[config.mk]
export PLATFORM = sky130hd
export DESIGN_NAME = inst_fetch_flat
export DESIGN_NICKNAME = d
export VERILOG_FILES = /design/src/rtl/ifu_pkg.sv /design/src/rtl/inst_fetch_if.sv /design/src/rtl/ifu_fifo.sv /design/src/rtl/inst_fetch.sv /design/src/flat_wrapper.sv
export SDC_FILE = /design/constraint.sdc
export NUM_CORES = 1
export LEC_CHECK = 0
export ABC_AREA = 1
export CAP_MARGIN = 10
export CORE_MARGIN = 2
export CORE_UTILIZATION = 45
export DETAILED_ROUTE_END_ITERATION = 8
export PLACE_DENSITY = 0.69
export SLEW_MARGIN = 15
export SYNTH_ARGS = -nofsm -noshare
export SYNTH_HDL_FRONTEND = slang
export SYNTH_SLANG_ARGS = --single-unit
[constraint.sdc]
create_clock -name clk -period 2.66 [get_ports clk]
set_input_delay 0.532 -clock clk [delete_from_list [all_inputs] [get_ports clk]]
set_output_delay 0.532 -clock clk [all_outputs]
set_load 0.01 [all_outputs]
[src/rtl/ifu_pkg.sv]
// Shared types and constants for the instruction fetch unit.
package ifu_pkg;

    localparam int BUS_WIDTH = 32;
    localparam logic [BUS_WIDTH-1:0] RESET_PC_DEFAULT = '0;

    typedef enum logic {
        FETCH = 1'b0,
        DRAIN = 1'b1
    } ifu_state_e;

    typedef struct packed {
        logic [BUS_WIDTH-1:0] inst;
        logic [BUS_WIDTH-1:0] pc;
    } fetch_entry_t;

endpackage

[src/rtl/inst_fetch_if.sv]
// Bus bundle between the fetch unit (master), instruction memory and the IR (slave side).
// imem: a request transfers when imem_req && imem_gnt; responses follow in order via imem_rvalid.
// inst: a transfer happens when inst_valid && inst_ready; the payload holds while valid and unpopped.
interface inst_fetch_if #(
    parameter int BUS_WIDTH = 32
);
    logic                 imem_req;
    logic [BUS_WIDTH-1:0] imem_addr;
    logic                 imem_gnt;
    logic                 imem_rvalid;
    logic [BUS_WIDTH-1:0] imem_rdata;
    logic                 inst_valid;
    logic [BUS_WIDTH-1:0] inst_out;
    logic [BUS_WIDTH-1:0] inst_pc;
    logic                 inst_ready;

    modport master (
        output imem_req, imem_addr, inst_valid, inst_out, inst_pc,
        input  imem_gnt, imem_rvalid, imem_rdata, inst_ready
    );

    modport slave (
        input  imem_req, imem_addr, inst_valid, inst_out, inst_pc,
        output imem_gnt, imem_rvalid, imem_rdata, inst_ready
    );

endinterface

[src/rtl/ifu_fifo.sv]
// Small synchronous FIFO with flush; flush overrides push and pop in the same cycle.
module ifu_fifo #(
    parameter int WIDTH = 64,
    parameter int DEPTH = 2,
    localparam int AW = (DEPTH > 1) ? $clog2(DEPTH) : 1,
    localparam int CW = $clog2(DEPTH + 1)
) (
    input  logic             clk,
    input  logic             rst_n,
    input  logic             push,
    input  logic [WIDTH-1:0] wdata,
    input  logic             pop,
    input  logic             flush,
    output logic [WIDTH-1:0] rdata,
    output logic [CW-1:0]    count,
    output logic             full,
    output logic             empty
);

    logic [WIDTH-1:0] mem_q [DEPTH];
    logic [WIDTH-1:0] mem_d [DEPTH];
    logic [AW-1:0]    wr_ptr_q, wr_ptr_d;
    logic [AW-1:0]    rd_ptr_q, rd_ptr_d;
    logic [CW-1:0]    count_q, count_d;
    logic             do_push, do_pop;

    assign full  = (count_q == CW'(DEPTH));
    assign empty = (count_q == '0);
    assign count = count_q;
    assign rdata = mem_q[rd_ptr_q];

    always_comb begin
        mem_d    = mem_q;
        wr_ptr_d = wr_ptr_q;
        rd_ptr_d = rd_ptr_q;
        count_d  = count_q;
        do_push  = push && !full;
        do_pop   = pop && !empty;
        if (flush) begin
            wr_ptr_d = '0;
            rd_ptr_d = '0;
            count_d  = '0;
        end else begin
            if (do_push) begin
                mem_d[wr_ptr_q] = wdata;
                wr_ptr_d        = wr_ptr_q + AW'(1);
            end
            if (do_pop) begin
                rd_ptr_d = rd_ptr_q + AW'(1);
            end
            count_d = count_q + CW'(do_push) - CW'(do_pop);
        end
    end

    always_ff @(posedge clk or negedge rst_n) begin
        if (!rst_n) begin
            for (int i = 0; i < DEPTH; i++) begin
                mem_q[i] <= '0;
            end
            wr_ptr_q <= '0;
            rd_ptr_q <= '0;
            count_q  <= '0;
        end else begin
            mem_q    <= mem_d;
            wr_ptr_q <= wr_ptr_d;
            rd_ptr_q <= rd_ptr_d;
            count_q  <= count_d;
        end
    end

endmodule

[src/rtl/inst_fetch.sv]
// Instruction fetch unit: PC, credit-gated memory requests, in-order buffer, redirect flush.
// Optional IFU_BYPASS_EN presents a response to the IR in its arrival cycle when the buffer is empty.
module inst_fetch
    import ifu_pkg::*;
#(
    parameter int                   BUS_WIDTH  = ifu_pkg::BUS_WIDTH,
    parameter logic [BUS_WIDTH-1:0] RESET_PC   = RESET_PC_DEFAULT,
    parameter int                   FIFO_DEPTH = 2
) (
    input  logic                 clk,
    input  logic                 rst_n,
    input  logic                 redirect_valid,
    input  logic [BUS_WIDTH-1:0] redirect_pc,
    inst_fetch_if.master         bus,
    output ifu_state_e           state_dbg
);

    localparam int CW = $clog2(FIFO_DEPTH + 1);
    localparam int SW = CW + 1;

    ifu_state_e           state_q, state_d;
    logic [BUS_WIDTH-1:0] pc_q, pc_d;
    logic [CW-1:0]        outstanding_q, outstanding_d;
    logic [CW-1:0]        discard_q, discard_d;

    logic                 req, grant, rsp_take, inst_valid;
    fetch_entry_t         rsp_entry, out_entry, ibuf_rdata;
    logic                 ibuf_push, ibuf_pop, ibuf_full, ibuf_empty;
    logic [CW-1:0]        ibuf_count;
    logic [BUS_WIDTH-1:0] rsp_pc;
    logic                 aq_full, aq_empty;
    logic [CW-1:0]        aq_count;
    logic                 unused_flags;

    // Buffered plus in-flight instructions never exceed FIFO_DEPTH, so a push always finds room.
    assign req       = rst_n && (state_q == FETCH)
                       && ((SW'(outstanding_q) + SW'(ibuf_count)) < SW'(FIFO_DEPTH));
    assign grant     = req && bus.imem_gnt;
    assign rsp_take  = bus.imem_rvalid && (discard_q == '0);
    assign rsp_entry = '{inst: bus.imem_rdata, pc: rsp_pc};

`ifdef IFU_BYPASS_EN
    logic bypass;
    assign bypass     = rsp_take && ibuf_empty;
    assign inst_valid = !ibuf_empty || bypass;
    assign out_entry  = ibuf_empty ? rsp_entry : ibuf_rdata;
    assign ibuf_push  = rsp_take && !(bypass && bus.inst_ready);
    assign ibuf_pop   = !ibuf_empty && bus.inst_ready;
`else
    assign inst_valid = !ibuf_empty;
    assign out_entry  = ibuf_rdata;
    assign ibuf_push  = rsp_take;
    assign ibuf_pop   = !ibuf_empty && bus.inst_ready;
`endif

    assign bus.imem_req   = req;
    assign bus.imem_addr  = pc_q;
    assign bus.inst_valid = inst_valid;
    assign bus.inst_out   = inst_valid ? out_entry.inst : '0;
    assign bus.inst_pc    = inst_valid ? out_entry.pc : '0;
    assign state_dbg      = state_q;
    assign unused_flags   = ^{aq_full, aq_empty, aq_count, ibuf_full};

    ifu_fifo #(
        .WIDTH($bits(fetch_entry_t)),
        .DEPTH(FIFO_DEPTH)
    ) u_ibuf (
        .clk   (clk),
        .rst_n (rst_n),
        .push  (ibuf_push),
        .wdata (rsp_entry),
        .pop   (ibuf_pop),
        .flush (redirect_valid),
        .rdata (ibuf_rdata),
        .count (ibuf_count),
        .full  (ibuf_full),
        .empty (ibuf_empty)
    );

    // Address queue pairs each response with its request; it survives redirects so stale responses still pop it.
    ifu_fifo #(
        .WIDTH(BUS_WIDTH),
        .DEPTH(FIFO_DEPTH)
    ) u_addr_q (
        .clk   (clk),
        .rst_n (rst_n),
        .push  (grant),
        .wdata (pc_q),
        .pop   (bus.imem_rvalid),
        .flush (1'b0),
        .rdata (rsp_pc),
        .count (aq_count),
        .full  (aq_full),
        .empty (aq_empty)
    );

    always_comb begin
        state_d       = state_q;
        pc_d          = pc_q;
        outstanding_d = outstanding_q + CW'(grant) - CW'(bus.imem_rvalid);
        discard_d     = discard_q;

        if (grant) begin
            pc_d = pc_q + BUS_WIDTH'(4);
        end
        if (bus.imem_rvalid && (discard_q != '0)) begin
            discard_d = discard_q - CW'(1);
        end

        if (redirect_valid) begin
            pc_d      = {redirect_pc[BUS_WIDTH-1:2], 2'b00};
            discard_d = outstanding_d;
            state_d   = (outstanding_d != '0) ? DRAIN : FETCH;
        end else if ((state_q == DRAIN) && (discard_d == '0)) begin
            state_d = FETCH;
        end
    end

    always_ff @(posedge clk or negedge rst_n) begin
        if (!rst_n) begin
            state_q       <= FETCH;
            pc_q          <= RESET_PC;
            outstanding_q <= '0;
            discard_q     <= '0;
        end else begin
            state_q       <= state_d;
            pc_q          <= pc_d;
            outstanding_q <= outstanding_d;
            discard_q     <= discard_d;
        end
    end

endmodule
[src/flat_wrapper.sv]
// flat-port wrapper written by rule: the top's interface ports become plain ports
module inst_fetch_flat import ifu_pkg::*;
#(
    parameter int                   BUS_WIDTH  = ifu_pkg::BUS_WIDTH,
    parameter logic [BUS_WIDTH-1:0] RESET_PC   = RESET_PC_DEFAULT,
    parameter int                   FIFO_DEPTH = 2
)
  (clk, rst_n, redirect_valid, redirect_pc, state_dbg, bus_imem_req, bus_imem_addr, bus_inst_valid, bus_inst_out, bus_inst_pc, bus_imem_gnt, bus_imem_rvalid, bus_imem_rdata, bus_inst_ready);
  inst_fetch_if #(.BUS_WIDTH(BUS_WIDTH)) bus_i ();
  input  logic clk;
  input  logic rst_n;
  input  logic redirect_valid;
  input  logic [BUS_WIDTH-1:0] redirect_pc;
  output ifu_state_e state_dbg;
  output wire logic [$bits(bus_i.imem_req)-1:0] bus_imem_req;
  output wire logic [$bits(bus_i.imem_addr)-1:0] bus_imem_addr;
  output wire logic [$bits(bus_i.inst_valid)-1:0] bus_inst_valid;
  output wire logic [$bits(bus_i.inst_out)-1:0] bus_inst_out;
  output wire logic [$bits(bus_i.inst_pc)-1:0] bus_inst_pc;
  input wire logic [$bits(bus_i.imem_gnt)-1:0] bus_imem_gnt;
  input wire logic [$bits(bus_i.imem_rvalid)-1:0] bus_imem_rvalid;
  input wire logic [$bits(bus_i.imem_rdata)-1:0] bus_imem_rdata;
  input wire logic [$bits(bus_i.inst_ready)-1:0] bus_inst_ready;
  assign bus_imem_req = bus_i.imem_req;
  assign bus_imem_addr = bus_i.imem_addr;
  assign bus_inst_valid = bus_i.inst_valid;
  assign bus_inst_out = bus_i.inst_out;
  assign bus_inst_pc = bus_i.inst_pc;
  assign bus_i.imem_gnt = bus_imem_gnt;
  assign bus_i.imem_rvalid = bus_imem_rvalid;
  assign bus_i.imem_rdata = bus_imem_rdata;
  assign bus_i.inst_ready = bus_inst_ready;
  inst_fetch #(.BUS_WIDTH(BUS_WIDTH), .RESET_PC(RESET_PC), .FIFO_DEPTH(FIFO_DEPTH)) u_core (.clk(clk), .rst_n(rst_n), .redirect_valid(redirect_valid), .redirect_pc(redirect_pc), .bus(bus_i), .state_dbg(state_dbg));
endmodule
# Word-level counts from Yosys, hierarchy flattened
# Cells that the tools add are included.
# op_classes
addsub,13
mul,0
div,0
magnitude_cmp,7
eq_ne,2
shifts,0
n_mux,26
n_bitwise,6
reduce_logical,28
# ops
operator,n
$mux 32,8
$mux 64,4
$bwmux 128,1
$bwmux 64,1
$demux 64 s1,1
$add 32x3->32 const B,1
$demux 32 s1,1
$logic_and 1x1->1,13
$reduce_bool 2->1,6
$ge 2x2->1 const B,4
$logic_not 2->1,4
$not 1->2,4
$mux 1,7
$add 2x1->2,3
$mux 2,3
$sub 2x1->2,3
$add 1x1->1 const B,4
$eq 2x2->1 const B,2
$logic_not 1->1,4
$lt 2x1->1 const B,2
$add 2x2->3,1
$lt 3x2->1 const B,1
$not 1->1,2
$reduce_and 2->1,1
$sub 2x1->2 const B,1
# word_totals
regBits,237
latchBits,0
ramBits,0
romBits,0
in_bits,70
out_inout_bits,99
mem_count,0

# Longest topological paths before layout
# depth
depth_word,9
depth_mapped,11
mapped_depth_nobuf,11

# By module
# A second synthesis with hierarchy kept.
# unflattened
cells_unflattened,1766
area_unflattened_um2,12744.7
# modules_own_cells
mod,instances,cells_per_inst,area_per_inst_um2
ifu_fifo (u_core.u_ibuf),1,811,6348.6
ifu_fifo (u_core.u_addr_q),1,422,3319.4
inst_fetch,1,533,3076.7

# Worst setup path after synthesis
# OpenSTA, ideal clock, no wires.
# synth_timing
path_type,reg2reg
from,"reg u_core.u_ibuf.count_q[0], in the netlist u_core.u_ibuf.count[0]"
to,"reg u_core.u_addr_q.count_q[1], in the netlist u_core.u_addr_q.count[1]"
setup_time_ns,0.123
arrival_time_ns,2.009
slack_ns,0.528
stages_incl_launch_ff,12
n_path_buf,0
cell_sequence,dfrtp_1 -> nand2_1 -> inv_1 -> fa_1 -> nor2_1 -> nand4_2 -> a21oi_2 -> inv_1 -> ha_1 -> inv_1 -> ha_1 -> xnor2_1
# synth_via
elab_chain_len,7
# synth_rtl
element,line,text
from (decl),ifu_fifo.sv:24,"logic [CW-1:0] count_q, count_d;"
from (signal assigned),ifu_fifo.sv:67,count_q <= count_d;
$add 2x2->3,inst_fetch.sv:37,&& ((SW'(outstanding_q) + SW'(ibuf_count)) < SW'(FIFO_DEPTH));
$lt 3x2->1,inst_fetch.sv:37,
$logic_and 1x1->1,inst_fetch.sv:37,
$logic_and 1x1->1,inst_fetch.sv:38,assign grant = req && bus.imem_gnt;
$logic_and 1x1->1,ifu_fifo.sv:37,do_push = push && !full;
$add 2x1->2,ifu_fifo.sv:51,count_d = count_q + CW'(do_push) - CW'(do_pop);
$sub 2x1->2,ifu_fifo.sv:51,
named net u_core.u_addr_q.count_d[1],ifu_fifo.sv:24,
to (signal assigned),ifu_fifo.sv:67,
to (decl),ifu_fifo.sv:24,
# The timed path passes the listed nets, and every way through them passes these cells.
# A chain may end at the register's enable or synchronous reset.

# Worst setup path after layout
# layout_timing
from,reg u_core.u_ibuf.rd_ptr_q
to,out bus_inst_out[21]
# layout_via
elab_chain_len,5
# layout_rtl
element,line,text
from (decl),ifu_fifo.sv:23,"logic [AW-1:0] rd_ptr_q, rd_ptr_d;"
from (signal assigned),ifu_fifo.sv:66,rd_ptr_q <= rd_ptr_d;
$not 1->2 (not written as such),ifu_fifo.sv:30,assign rdata = mem_q[rd_ptr_q];
$mux 64 (not written as such) (3 in a row),ifu_fifo.sv:30,
$mux 32,inst_fetch.sv:59,assign bus.inst_out = inst_valid ? out_entry.inst : '0;
to (decl),flat_wrapper.sv:18,output wire logic [$bits(bus_i.inst_out)-1:0] bus_inst_out;
# Every way passes these cells. The select of a mux whose other input is x is not followed.

==> key figures <==
Run status
  • Status: completed

Setup path
  • Worst setup SP type: register
  • Crit path arrival time: 2.12 ns
  • CP endpoint kind: output port
  • Crit. Startpoint: u_core.u_ibuf.rd_ptr_q
  • Crit Path Max Fanout: 16
  • CP required: 2.13 ns
  • Crit Path Category: register to output port
  • Reg-to-Reg Start: u_core.u_ibuf.count[1]

CTS
  • CTS Sinks: 227
  • Worst skew pair latency: 0.52 ns
  • Clk root buf: clkbuf_16
  • CTS tree: done
  • Num CTS Buffers: 25
  • Max H-tree Level: 1
  • Clock slew at reported path FFs: 0.06 ns
  • Clock Path Buffers: 3

Pwr
  • Seq pwr share: 40.2%
  • Clock power share: 25.0%
  • Comb pwr share: 34.9%
  • Power Density: 998.3 mW/mm2
  • Switching share of total power: 35.64%
  • P_sw: 4.899 mW
  • Internal power: 8.849 mW
  • Maximum VDD drop: 0.5200 mV
  • Lkg Pwr: 7.065 nW

STA
  • Final setup fails: 0
  • Hold WS: 0.4501 ns
  • Relative slew slack: 49.16%
  • Period minus WS final: 2.652 ns
  • Final Max Tran Viols: 0
  • Final hold violation count: 0
  • Clock skew: 0.009260 ns
  • Post-route setup slack: 0.007577 ns
  • Worst Tran Pin Value: 0.7627 ns
  • Highest Clock Rate: 377.0 MHz
  • Final period util: 99.72%

Synthesis
  • Post-synthesis sequential area ratio: 52.64%
  • Synth Area in Simple Gates: 24.21%
  • Mapped Cells: 1408
  • Top cell type's share of synthesized area: 52.64%
  • Area contributors post-synth: dfrtp_1, nand2_1, o21ai_0, inv_1, a21oi_1
  • Synthesis-stage register bit count: 227
  • Syn Area/Cell: 7.664 um2
  • Largest family of logic cells by synthesized area: simple AND/OR/NAND/NOR gates
  • Syn. warnings: 0
  • Area leader, netlist: dfrtp_1
  • Mux cell area share after synthesis: 0%
  • Synth Area in Adders: 1.113%
  • Syn Std Cell Area: 0.01079 mm2
  • Post-synthesis cell type count: 30
  • XOR/XNOR Fraction of Synth Area: 0.8928%
  • Post-synthesis compound-gate area fraction: 13.15%

Die
  • # IOs: 169
  • Full die area: 0.02524 mm2
  • Die Width: 158.9 um
  • Core Area: 0.02354 mm2
  • Initial Util: 45.84%
  • Die height: 158.9 um
  • # rows: 56

Final layout
  • Share of cells above drive strength 1: 5.330%
  • P&R area growth vs syn: 27.61%
  • Diode count: 0
  • Final core occ: 58.49%
  • Final Cell Area: 0.01377 mm2
  • Final nets: 1637

Drt
  • DRT antenna net count: 0
  • DR vias: 9437
  • Initial DRC count: 817
  • Via-per-instance ratio: 4.980
  • DR DRC count: 0
  • DRT Pass-1 Iters: 5
  • Routed WL: 27.18 mm
  • WL/cell: 14.34 um

Placement
  • Port Buffers: 162
  • Dpl hpwl: 17.40 mm
  • Post-Place Setup Slack: -0.008330 ns
  • Placed Area: 0.01276 mm2
  • GPL Wtd Cong: 0.8800

Job
  • Max-cap violation count: 0

Global route
  • Remaining global-route overflow: 0
  • Total Routing Usage GR: 21.05%
  • Initial antenna violation count: 0
  • Vias in the first global route: 8812
  • Largest net degree at the start of global routing: 143
  • Global-route wire length before repair: 44.31 mm

Worst hold path
  • Hold crit path type: primary input to async pin
-- cell type report --
class                           instances  area, um2
Tap cell                              319      399.1
Clock inverter                          8      96.34
Inverter                              140      528.0
Clock buffer                           37      720.7
Fill cell                            2227       9772
Sequential cell                       227       5683
Timing Repair Buffer                  194       2054
Multi-Input combinational cell        970       4289
-- state kept, by name (all words and copies together), names as in the netlist, 2 cells and up --
signal	flops
u_core.u_ibuf.mem_q	124
u_core.discard_q	2
u_core.outstanding_q	2
u_core.bus.imem_addr	30
u_core.u_addr_q.count	2
u_core.u_ibuf.count	2
u_core.u_addr_q.mem_q	60
-- synthesized netlist by cell type (all sizes together) --
cell and instances:
nand2 558, dfrtp 227, o21ai 209, inv 139
a21oi 65, nand3 54, nor2 49, clkbuf 44
buf 30, ha 8, xnor2 6, o211ai 5
xor2 5, and2 2, a31oi 1, clkinv 1
conb 1, fa 1, nand3b 1, nand4 1
nor3 1
-- layout by cell type, fill, tap and decap left out, drive strengths merged --
master and n:
a21oi 65, a31oi 1, and2 2, buf 30
bufinv 2, clkbuf 39, clkdlybuf4s15 1, clkdlybuf4s50 119
clkinv 6, clkinvlp 1, conb 4, dfrtp 227
dlygate4sd2 21, dlygate4sd3 1, dlymetal6s2s 20, fa 1
ha 8, inv 139, nand2 558, nand3 54
nand3b 1, nand4 1, nor2 49, nor3 1
o211ai 5, o21ai 209, xnor2 6, xor2 5
-- cells by family (layout without fill, tap and decap cells) --
logic type	count (synthesis)	count (layout)
compound gates	280	280
other cells	1	4
simple gates	666	666
flops	227	227
buf+inv	214	379
fa+ha+maj	9	9
xor+xnor	11	11
-- worst max-delay path: stages, from the launching register on --
cell and delay, ns:
dfrtp_2 0.49, inv_4 0.12, buf_12 0.16, nand2_1 0.06, a21oi_1 0.18, clkdlybuf4s50_1 0.58
-- metal layers --
layer,part of all wire [%],up-vias,global-route usage (%)
met1,48,4446,31.57
met5,0,-,0
met2,45,255,32.95
met4,1.0,0,3.802
li1,-,4716,-
met3,5.2,20,3.030
-- path summary, 6_finish.rpt --
kind,endpoint,slack (ns),cells past startpoint
worst max-delay path,bus_inst_out[21],0.008,5
worst max register to register,u_core.u_addr_q.count[1],0.19,12
worst min register to register,u_core.u_ibuf.mem_q[73],0.46,2
min in group clk,u_core.u_ibuf.mem_q[73],0.46,2
max in group asynchronous,u_core.u_ibuf.count[1],1.24,3
worst min-delay path,u_core.discard_q[1],0.45,2
-- power groups by stage --
| stage | Clock, mW | Sequential [mW] | Combinational [mW] |
|---|---|---|---|
| after global routing | 3.65 | 5.68 | 5.45 |
| final | 3.43 | 5.52 | 4.80 |
| after global placement | 0 | 5.50 | 4.62 |
| after floorplan | 0 | 5.42 | 2.83 |
| after CTS | 3.50 | 5.50 | 4.77 |
| after detailed placement | 0 | 5.55 | 4.72 |
-- metrics by stage --
| step | std cells | power, mW | setup TNS [ns] |
|---|---|---|---|
| after floorplan | 1411 | 8.255 | 0 |
| after global routing | 1895 | 14.78 | -0.08629 |
| after global placement | 1841 | 10.12 | 0 |
| final | 1895 | 13.75 | 0 |
| after CTS | 1891 | 13.78 | 0 |
| after detailed placement | 1841 | 10.26 | -0.01167 |
-- timing repair --
item,4_1_cts,5_1_grt
cloned,0,2
pin swaps,1,1
gates resized for setup,27,28
hold endpoints to repair,3,0
hold buffers,1,0
setup endpoints to repair,28,38
setup buffers,4,1
Note: power is estimated with default switching activity, not from simulation.
